<file path="config.mk">
export PLATFORM = sky130hd
export DESIGN_NAME = c_mux4_arbiter
export DESIGN_NICKNAME = d
export VERILOG_FILES = /design/src/rtl/c_mux4_arbiter_pkg.sv /design/src/rtl/c_Mux4Way16.sv /design/src/rtl/c_rr_pick4.sv /design/src/rtl/c_mux4_arbiter.sv
export SDC_FILE = /design/constraint.sdc
export NUM_CORES = 1
export LEC_CHECK = 0
export ABC_AREA = 1
export CELL_PAD_IN_SITES_DETAIL_PLACEMENT = 1
export CELL_PAD_IN_SITES_GLOBAL_PLACEMENT = 1
export CORE_MARGIN = 1
export CORE_UTILIZATION = 24
export DETAILED_ROUTE_END_ITERATION = 6
export PLACE_DENSITY = 0.9
export SYNTH_ARGS = -nofsm -noshare
export SYNTH_HDL_FRONTEND = slang
export SYNTH_SLANG_ARGS = --single-unit
</file>
<file path="constraint.sdc">
create_clock -name clk -period 2.4 [get_ports clk]
set_input_delay 0.48 -clock clk [delete_from_list [all_inputs] [get_ports clk]]
set_output_delay 0.48 -clock clk [all_outputs]
set_load 0.03 [all_outputs]
</file>
<file path="src/rtl/c_mux4_arbiter_pkg.sv">
`default_nettype none
// ============================================================================
// Module   : c_mux4_arbiter_pkg
// Purpose  : Constants shared by the 4-way round-robin arbiter and its
//            round-robin picker.
// Contents : N_REQ          number of requesters
//            PTR_W          width of the priority pointer / winner index
//            DEFAULT_WIDTH  default data width of requester and output ports
// Revision : 1.0  initial release
// ============================================================================
package c_mux4_arbiter_pkg;
  localparam int N_REQ         = 4;
  localparam int PTR_W         = 2;
  localparam int DEFAULT_WIDTH = 16;
endpackage
`default_nettype wire

</file>
<file path="src/rtl/c_Mux4Way16.sv">
`default_nettype none
// ============================================================================
// Module   : c_Mux4Way16
// Purpose  : Combinational 4-way data multiplexer.
// Ports    : a, b, c, d  in   WIDTH  data inputs 0..3
//            sel         in   2      selects a (0), b (1), c (2) or d (3)
//            out         out  WIDTH  selected data
// Revision : 1.0  initial release
// ============================================================================
module c_Mux4Way16 #(
  parameter int WIDTH = 16
) (
  input  logic [WIDTH-1:0] a,
  input  logic [WIDTH-1:0] b,
  input  logic [WIDTH-1:0] c,
  input  logic [WIDTH-1:0] d,
  input  logic [1:0]       sel,
  output logic [WIDTH-1:0] out
);

  always_comb begin
    out = a;
    case (sel)
      2'd0:    out = a;
      2'd1:    out = b;
      2'd2:    out = c;
      default: out = d;
    endcase
  end

endmodule
`default_nettype wire

</file>
<file path="src/rtl/c_rr_pick4.sv">
`default_nettype none
// ============================================================================
// Module   : c_rr_pick4
// Purpose  : Combinational round-robin picker for four requesters. The
//            search starts at ptr and proceeds ptr, ptr+1, ptr+2, ptr+3
//            (mod 4); the first active request found wins.
// Ports    : req     in   4  request vector
//            ptr     in   2  priority pointer (highest-priority index)
//            any     out  1  at least one request is active
//            winner  out  2  index of the chosen requester (0 when any=0)
//            onehot  out  4  one-hot form of winner (all zero when any=0)
// Revision : 1.0  initial release
// ============================================================================
module c_rr_pick4
  import c_mux4_arbiter_pkg::*;
(
  input  logic [N_REQ-1:0] req,
  input  logic [PTR_W-1:0] ptr,
  output logic             any,
  output logic [PTR_W-1:0] winner,
  output logic [N_REQ-1:0] onehot
);

  always_comb begin : p_pick
    logic [PTR_W-1:0] idx;
    any    = 1'b0;
    winner = '0;
    onehot = '0;
    idx    = '0;
    // Walk from the lowest priority position down to ptr itself, so the
    // candidate nearest to ptr overwrites any farther one.
    for (int k = N_REQ - 1; k >= 0; k--) begin
      idx = ptr + PTR_W'(k);
      if (req[idx]) begin
        any    = 1'b1;
        winner = idx;
      end
    end
    if (any) begin
      onehot = N_REQ'(1) << winner;
    end
  end

endmodule
`default_nettype wire

</file>
<file path="src/rtl/c_mux4_arbiter.sv">
`default_nettype none
// ============================================================================
// Module   : c_mux4_arbiter
// Purpose  : Four-requester round-robin arbiter feeding a single registered
//            output word with a valid/ready handshake towards the consumer.
// Ports    : clk        in   1      clock, rising edge
//            reset_n    in   1      asynchronous active-low reset
//            req        in   4      req[i]=1: requester i has valid data
//            a, b, c, d in   WIDTH  data of requesters 0..3
//            ack        out  4      one-hot, requester captured this cycle
//            out        out  WIDTH  registered winning data
//            out_valid  out  1      out holds an unconsumed word
//            out_ready  in   1      consumer accepts out
//            out_src    out  2      requester index of the word in out
// Revision : 1.0  initial release
// ============================================================================
module c_mux4_arbiter
  import c_mux4_arbiter_pkg::*;
#(
  parameter int WIDTH = DEFAULT_WIDTH
) (
  input  logic             clk,
  input  logic             reset_n,
  input  logic [N_REQ-1:0] req,
  input  logic [WIDTH-1:0] a,
  input  logic [WIDTH-1:0] b,
  input  logic [WIDTH-1:0] c,
  input  logic [WIDTH-1:0] d,
  output logic [N_REQ-1:0] ack,
  output logic [WIDTH-1:0] out,
  output logic             out_valid,
  input  logic             out_ready,
  output logic [PTR_W-1:0] out_src
);

  logic [PTR_W-1:0] r_ptr;
  logic [WIDTH-1:0] r_out;
  logic             r_out_valid;
  logic [PTR_W-1:0] r_out_src;

  logic             w_any;
  logic [PTR_W-1:0] w_winner;
  logic [N_REQ-1:0] w_onehot;
  logic [WIDTH-1:0] w_sel_data;
  logic             w_can_load;
  logic             w_grant;

  c_rr_pick4 u_pick (
    .req    (req),
    .ptr    (r_ptr),
    .any    (w_any),
    .winner (w_winner),
    .onehot (w_onehot)
  );

  c_Mux4Way16 #(
    .WIDTH (WIDTH)
  ) u_mux (
    .a   (a),
    .b   (b),
    .c   (c),
    .d   (d),
    .sel (w_winner),
    .out (w_sel_data)
  );

  // The output register accepts a new word when empty or when the current
  // word is consumed in this same cycle (back-to-back, no bubble).
  assign w_can_load = !r_out_valid || out_ready;
  assign w_grant    = w_can_load && w_any;

  // Gating with reset_n keeps ack low during reset even though the
  // picker itself is purely combinational.
  assign ack = (w_grant && reset_n) ? w_onehot : '0;

  always_ff @(posedge clk or negedge reset_n) begin
    if (!reset_n) begin
      r_ptr       <= '0;
      r_out       <= '0;
      r_out_valid <= 1'b0;
      r_out_src   <= '0;
    end else if (w_grant) begin
      r_out       <= w_sel_data;
      r_out_src   <= w_winner;
      r_out_valid <= 1'b1;
      r_ptr       <= w_winner + PTR_W'(1);
    end else if (r_out_valid && out_ready) begin
      r_out_valid <= 1'b0;
    end
  end

  assign out       = r_out;
  assign out_valid = r_out_valid;
  assign out_src   = r_out_src;

endmodule
`default_nettype wire

</file>
Word-level counts from Yosys, hierarchy flattened
Index checks and enable logic that the tools add are counted.
Widths: inputs -> output; s select.
{ "classes": {"addsub": 4, "order_cmp": 4, "eq_ne": 2, "shift": 1, "mux": 21, "n_reduce_logical": 7} }
{ "ops": {"columns": ["cell", "n"], "rows": [
  ["$pmux 16 s3", 1],
  ["$lt 2x3->1 const B", 4],
  ["$mux 1", 10],
  ["$bmux 1 s2", 4],
  ["$mux 2", 4],
  ["$mux 4", 2],
  ["$add 2x1->2 const B", 2],
  ["$add 2x2->2 const B", 2],
  ["$shl 1x2->4 const A", 1],
  ["$logic_and 1x1->1", 3],
  ["$eq 2x1->1 const B", 1],
  ["$eq 2x2->1 const B", 1],
  ["$logic_not 2->1", 1],
  ["$reduce_bool 2->1", 1],
  ["$logic_not 1->1", 1],
  ["$logic_or 1x1->1", 1]
]} }
{ "word_totals": {"ff_bits": 21, "inputBits": 71, "output_inout_bits": 23, "elab_cells": 43} }

Depth between registers and ports, before layout
Gate-level depths: netlist of the first run.
{ "depth": {"word_depth": 10, "mapped_depth": 19, "ltp_nobuf": 16} }

By module
A second synthesis of the first run with hierarchy kept.
{ "hier_totals": {"cells_unflattened": 259, "area_unflattened_um2": 1709.1} }
{ "by_module_without_submodules": {"columns": ["module", "instances", "cells_per_inst", "area_per_inst_um2", "seq_area_each_um2"], "rows": [
  ["c_mux4_arbiter", 1, 107, 927.1, 525.5],
  ["c_Mux4Way16", 1, 94, 524.3, 0.0],
  ["c_rr_pick4", 1, 58, 257.7, 0.0]
]} }

Worst setup path before layout of the first run
OpenSTA, ideal clock, no wires.
{ "synth_timing": {"path_type": "register -> output", "startpoint": "reg r_ptr[0]", "endpoint": "out ack[2]", "arrival_time_ns": 2.336, "required_time_ns": 1.920, "path_slack_ns": -0.416, "path_stages_with_launch": 14, "path_buffers": 3, "cell_sequence": "dfrtp_1 buf_6 inv_6 nand2_1 nand2_1 nand2_1 nand3_2 nor2_1 o21ai_0 ha_1 clkbuf_1 buf_2 inv_1 nor2_1"} }
{ "synth_between": {"elab_chain_len": 10, "word_cells_on_any_way": 24, "cone_classes": "add/sub (3); shift (1); mux (18); reduce/logical (2)"} }
{ "synth_lines": {"columns": ["item", "line", "rtl"], "rows": [
  ["from (decl)", "c_mux4_arbiter.sv:36", "logic [PTR_W-1:0] r_ptr;"],
  ["from (signal assigned)", "c_mux4_arbiter.sv:86", "r_ptr <= w_winner + PTR_W'(1);"],
  ["$add 2x2->2", "c_rr_pick4.sv:33", "idx = ptr + PTR_W'(k);"],
  ["$bmux 1 s2", "c_rr_pick4.sv:34", "if (req[idx]) begin"],
  ["$mux 1 (not written as such)", "c_rr_pick4.sv:34", null],
  ["$mux 2 (3 in a row)", "c_rr_pick4.sv:34", null],
  ["$mux 2 *", "c_rr_pick4.sv:34", null],
  ["via u_mux.sel[1]", "c_Mux4Way16.sv:17", "input logic [1:0] sel,"],
  ["$shl 1x2->4 *", "c_rr_pick4.sv:40", "onehot = N_REQ'(1) << winner;"],
  ["$mux 4 *", "c_rr_pick4.sv:39", "if (any) begin"],
  ["$mux 4 *", "c_mux4_arbiter.sv:74", "assign ack = (w_grant && reset_n) ? w_onehot : '0;"],
  ["to (decl)", "c_mux4_arbiter.sv:29", "output logic [N_REQ-1:0] ack,"]
]} }
Mark *: on every way through the listed nets, which the timed path passes. The rest lies on a longest branch. The select of a mux whose other input is x is not followed.

Worst setup path after layout of the first run
{ "layout_timing": {"startpoint": "reg r_ptr[0]", "endpoint": "out ack[3]"} }
Same word-level chain as after synthesis.

==> results of run 1 <==
## sequential cells by signal (all words and copies together), names as in the netlist
signal     flops
out           16
out_src        2
r_ptr          2
out_valid      1
## metal layers
metal | track usage, % | vias up | share of wire (%)
li1 | - | 944 | -
met1 | 19.51 | 941 | 37
met2 | 35.56 | 73 | 55
met3 | 3.502 | 13 | 4.9
met4 | 4.160 | 0 | 2.8
met5 | 0 | - | 0
## through the flow
step	TNS [ns]	utilization (%)	setup WS (ns)	std cells	area, um^2
6_report	-0.3984	50.71	-0.1288	408	3312
2_1_floorplan	-0.04790	-	-0.04790	216	1690
4_1_cts	-0.3384	46.26	-0.1127	402	3022
3_3_place_gp	-5.642	42.66	-0.3159	391	2786
3_5_place_dp	-7.507	42.66	-0.4109	391	2786
5_1_grt	-1.176	50.71	-0.2107	408	3312
## power by group through the flow
| stage | combinational (mW) | sequential [mW] | clock, mW |
|---|---|---|---|
| after detailed placement | 4.04 | 0.707 | 0 |
| after global routing | 5.78 | 0.727 | 0.260 |
| after CTS | 4.49 | 0.706 | 0.246 |
| after floorplan | 2.46 | 0.969 | 0 |
| after global placement | 3.92 | 0.700 | 0 |
| final | 5.42 | 0.705 | 0.234 |
## synth_stat cells, types with 2 or more instances
cell type / number / area (um^2)
a22o_1: 16 / 140.1
buf_12: 2 / 40.04
buf_2: 3 / 15.01
buf_6: 2 / 22.52
clkbuf_1: 5 / 18.77
dfrtp_1: 21 / 525.5
ha_1: 5 / 62.56
inv_1: 15 / 56.30
inv_2: 2 / 7.510
nand2_1: 66 / 247.7
nand2_2: 25 / 156.4
nand3_1: 4 / 20.02
nand3_2: 2 / 20.02
nor2_1: 8 / 30.03
o21ai_0: 3 / 15.01
o21ai_2: 16 / 140.1
o22ai_1: 16 / 100.1
## logic make-up after synthesis
family	count (synthesis)	synth area share, %
AND/OR/NAND/NOR	107	29.89
buffers and inverters	31	10.39
adder cells (fa/ha/maj)	5	3.765
flip-flops	21	31.63
AO/OA/AOI/OAI	52	24.32
## repair_timing
| action | CTS | global route |
|---|---|---|
| buffers inserted | 7 | 5 |
| pin swaps | 18 | 18 |
| gates resized for setup | 45 | 50 |
| cloned | 0 | 1 |
| setup endpoints to repair | 20 | 20 |
## cell type report
| cell class | instances | area, um^2 | area share, % |
|---|---|---|---|
| multi-input cells | 164 | 1305 | 39.40 |
| clock inverters | 1 | 5.005 | 0.1511 |
| clock buffers | 3 | 41.29 | 1.247 |
| repair buffers | 124 | 1254 | 37.85 |
| inverters | 18 | 82.58 | 2.493 |
| well taps | 77 | 96.34 | 2.909 |
| flip-flops and latches | 21 | 528.0 | 15.94 |
## critical path: cells and delay by family (launching register included)
kind                     cells  cell delay, ns
flip-flops                   1            0.46
buffers and inverters        4            0.45
AO/OA/AOI/OAI                1            0.18
AND/OR/NAND/NOR              5            0.56
adder cells (fa/ha/maj)      1            0.12
## final timing paths
check	startpoint	end	slack (ns)	cells past startpoint
setup / recovery	r_ptr[0]	ack[3]	-0.13	11
hold / removal	out[15]	out[15]	0.49	2
setup reg to reg	r_ptr[0]	out[4]	0.04	17
hold reg to reg	out[15]	out[15]	0.49	2
max in group asynchronous	reset_n	r_ptr[0]	1.47	2
min in group asynchronous	reset_n	out_valid	0.69	2
==> impl_metrics.csv, run 1 <==
group,metric,value,unit
floorplanning,initial_core_util,25.44,%
finish,syn2layout_area_growth,99.32,%
grt,grt_max_degree,22,
timing,min_period,2.529,ns
yosys,ys_types,22,
yosys,ys.flop_type,"dfrtp_1",
critical_path,max_stage_delay,0.46,ns
pwr,power_frac_clock,3.7,%
critical_path,cp.required,1.92,ns
routing,wl_per_cell,17.20,um
min_path,hold_class,"reg2reg",
floorplanning,ios,94,
clock_network,cts_buffers,3,
routing,drt_iter0_drc,40,
routing,drc_errors,0,
floorplanning,std_cell_rows,29,
routing,first_pass_iters,4,
critical_path,path_cells,"clkinv_4 -> nand2_2 -> nand3_4 -> nand3_2 -> nor2_4 -> o21ai_4 -> buf_6 -> ha_4 -> inv_2 -> nor2_2 -> buf_6",
timing,setup_viol_count_final,4,
clock_network,cts.clk_slew.worst_paths,0.08,ns
yosys,syn_area,1662,um^2
pwr,power_density,1919,nW/um^2
yosys,synth_seq_area_share,31.63,%
finish,layout_common_cells,"clkdlybuf4s50_1, nand2_1, nand2_2",
yosys,ys_ff_latch,21,
finish,layout_commonest_cell,"clkdlybuf4s50_1",
pwr,swShare,50.31,%
pwr,combPwrFrac,85.2,%
yosys,syn-num-nets,292,
placed_design,hpwl,4606,um
grt,grt_pass1_wl,10350,um
placed_design,io_buffers,93,
critical_path,worstSetupEndpointType,"output port",
finish,fillers,764,
pwr,p_total,6.355,mW
clock_network,cts_max_path_buffers,2,
clock_network,cts_tree,"done",
floorplanning,die_x,85.21,um
pwr,leakagePower,1.490,nW
yosys,async_flop_share,100.0,%
yosys,synthCells,216,
finish,drive_above_1_share,43.20,%
timing,rsz0062_at_grt,"true",
timing,period_share,105.4,%
critical_path,crit_path_top_delay_cell,"dfrtp_2",
placed_design,routabilityCongestion,0.8089,
timing,timing.fmax,0.3954,GHz
timing,relSlewSlack,77.69,%
pwr,internal_power,3.158,mW
routing,num_vias,1971,
critical_path,critPathLaunchType,"flip-flop",
yosys,synth-edff-count,0,
grt,grt_pass1_vias,2107,
pwr,peakVddDrop,0.8818,mV
clock_network,cts-htree-levels,1,
critical_path,crit_top_cell,"buf_6",
clock_network,postCtsHoldBufs,0,
outcome,violations,"setup timing",
pwr,switchingPower,3.197,mW
routing,ant_nets,0,
routing,drt-total-wl,7016,um
grt,track_usage,18.00,%
grt,grt-ovfl-total,0,
floorplanning,coreArea,6531,um^2
floorplanning,die_y,85.21,um
floorplanning,die_area,7260,um^2
yosys,synth_warnings,0,
outcome,outcome,"complete, but fails checks",
clock_network,clock_sinks,21,
timing,hold_viol_final,0,
pwr,power_frac_seq,11.1,%
finish,fin_nets,408,
finish,antenna_cells,0,
routing,via_per_inst,4.831,
clock_network,clockRootBuffer,"clkbuf_8",
timing,skew,0.003197,ns
grt,antenna_found_initial,0,
critical_path,crit_fanout,6,
timing,slew_violations,0,
timing,tightestPinTransition,0.3334,ns
clock_network,clk_latency,0.26,ns
yosys,syn_area_per_cell,7.693,um^2
flow_run,max_cap_viol_count,0,
timing,finalWorstSetupSlack,-0.1288,ns
timing,holdWs,0.4909,ns
critical_path,worst-setup-path-type,"reg2out",
critical_path,cp.arrival,2.05,ns
No activity file was read; power rests on OpenSTA's default activity.
==> run 2: changes to the inputs <==
- CORE_MARGIN: 1 -> default
==> results of run 2 <==
The final DEF is identical to that of run 1; final timing and power are the same.
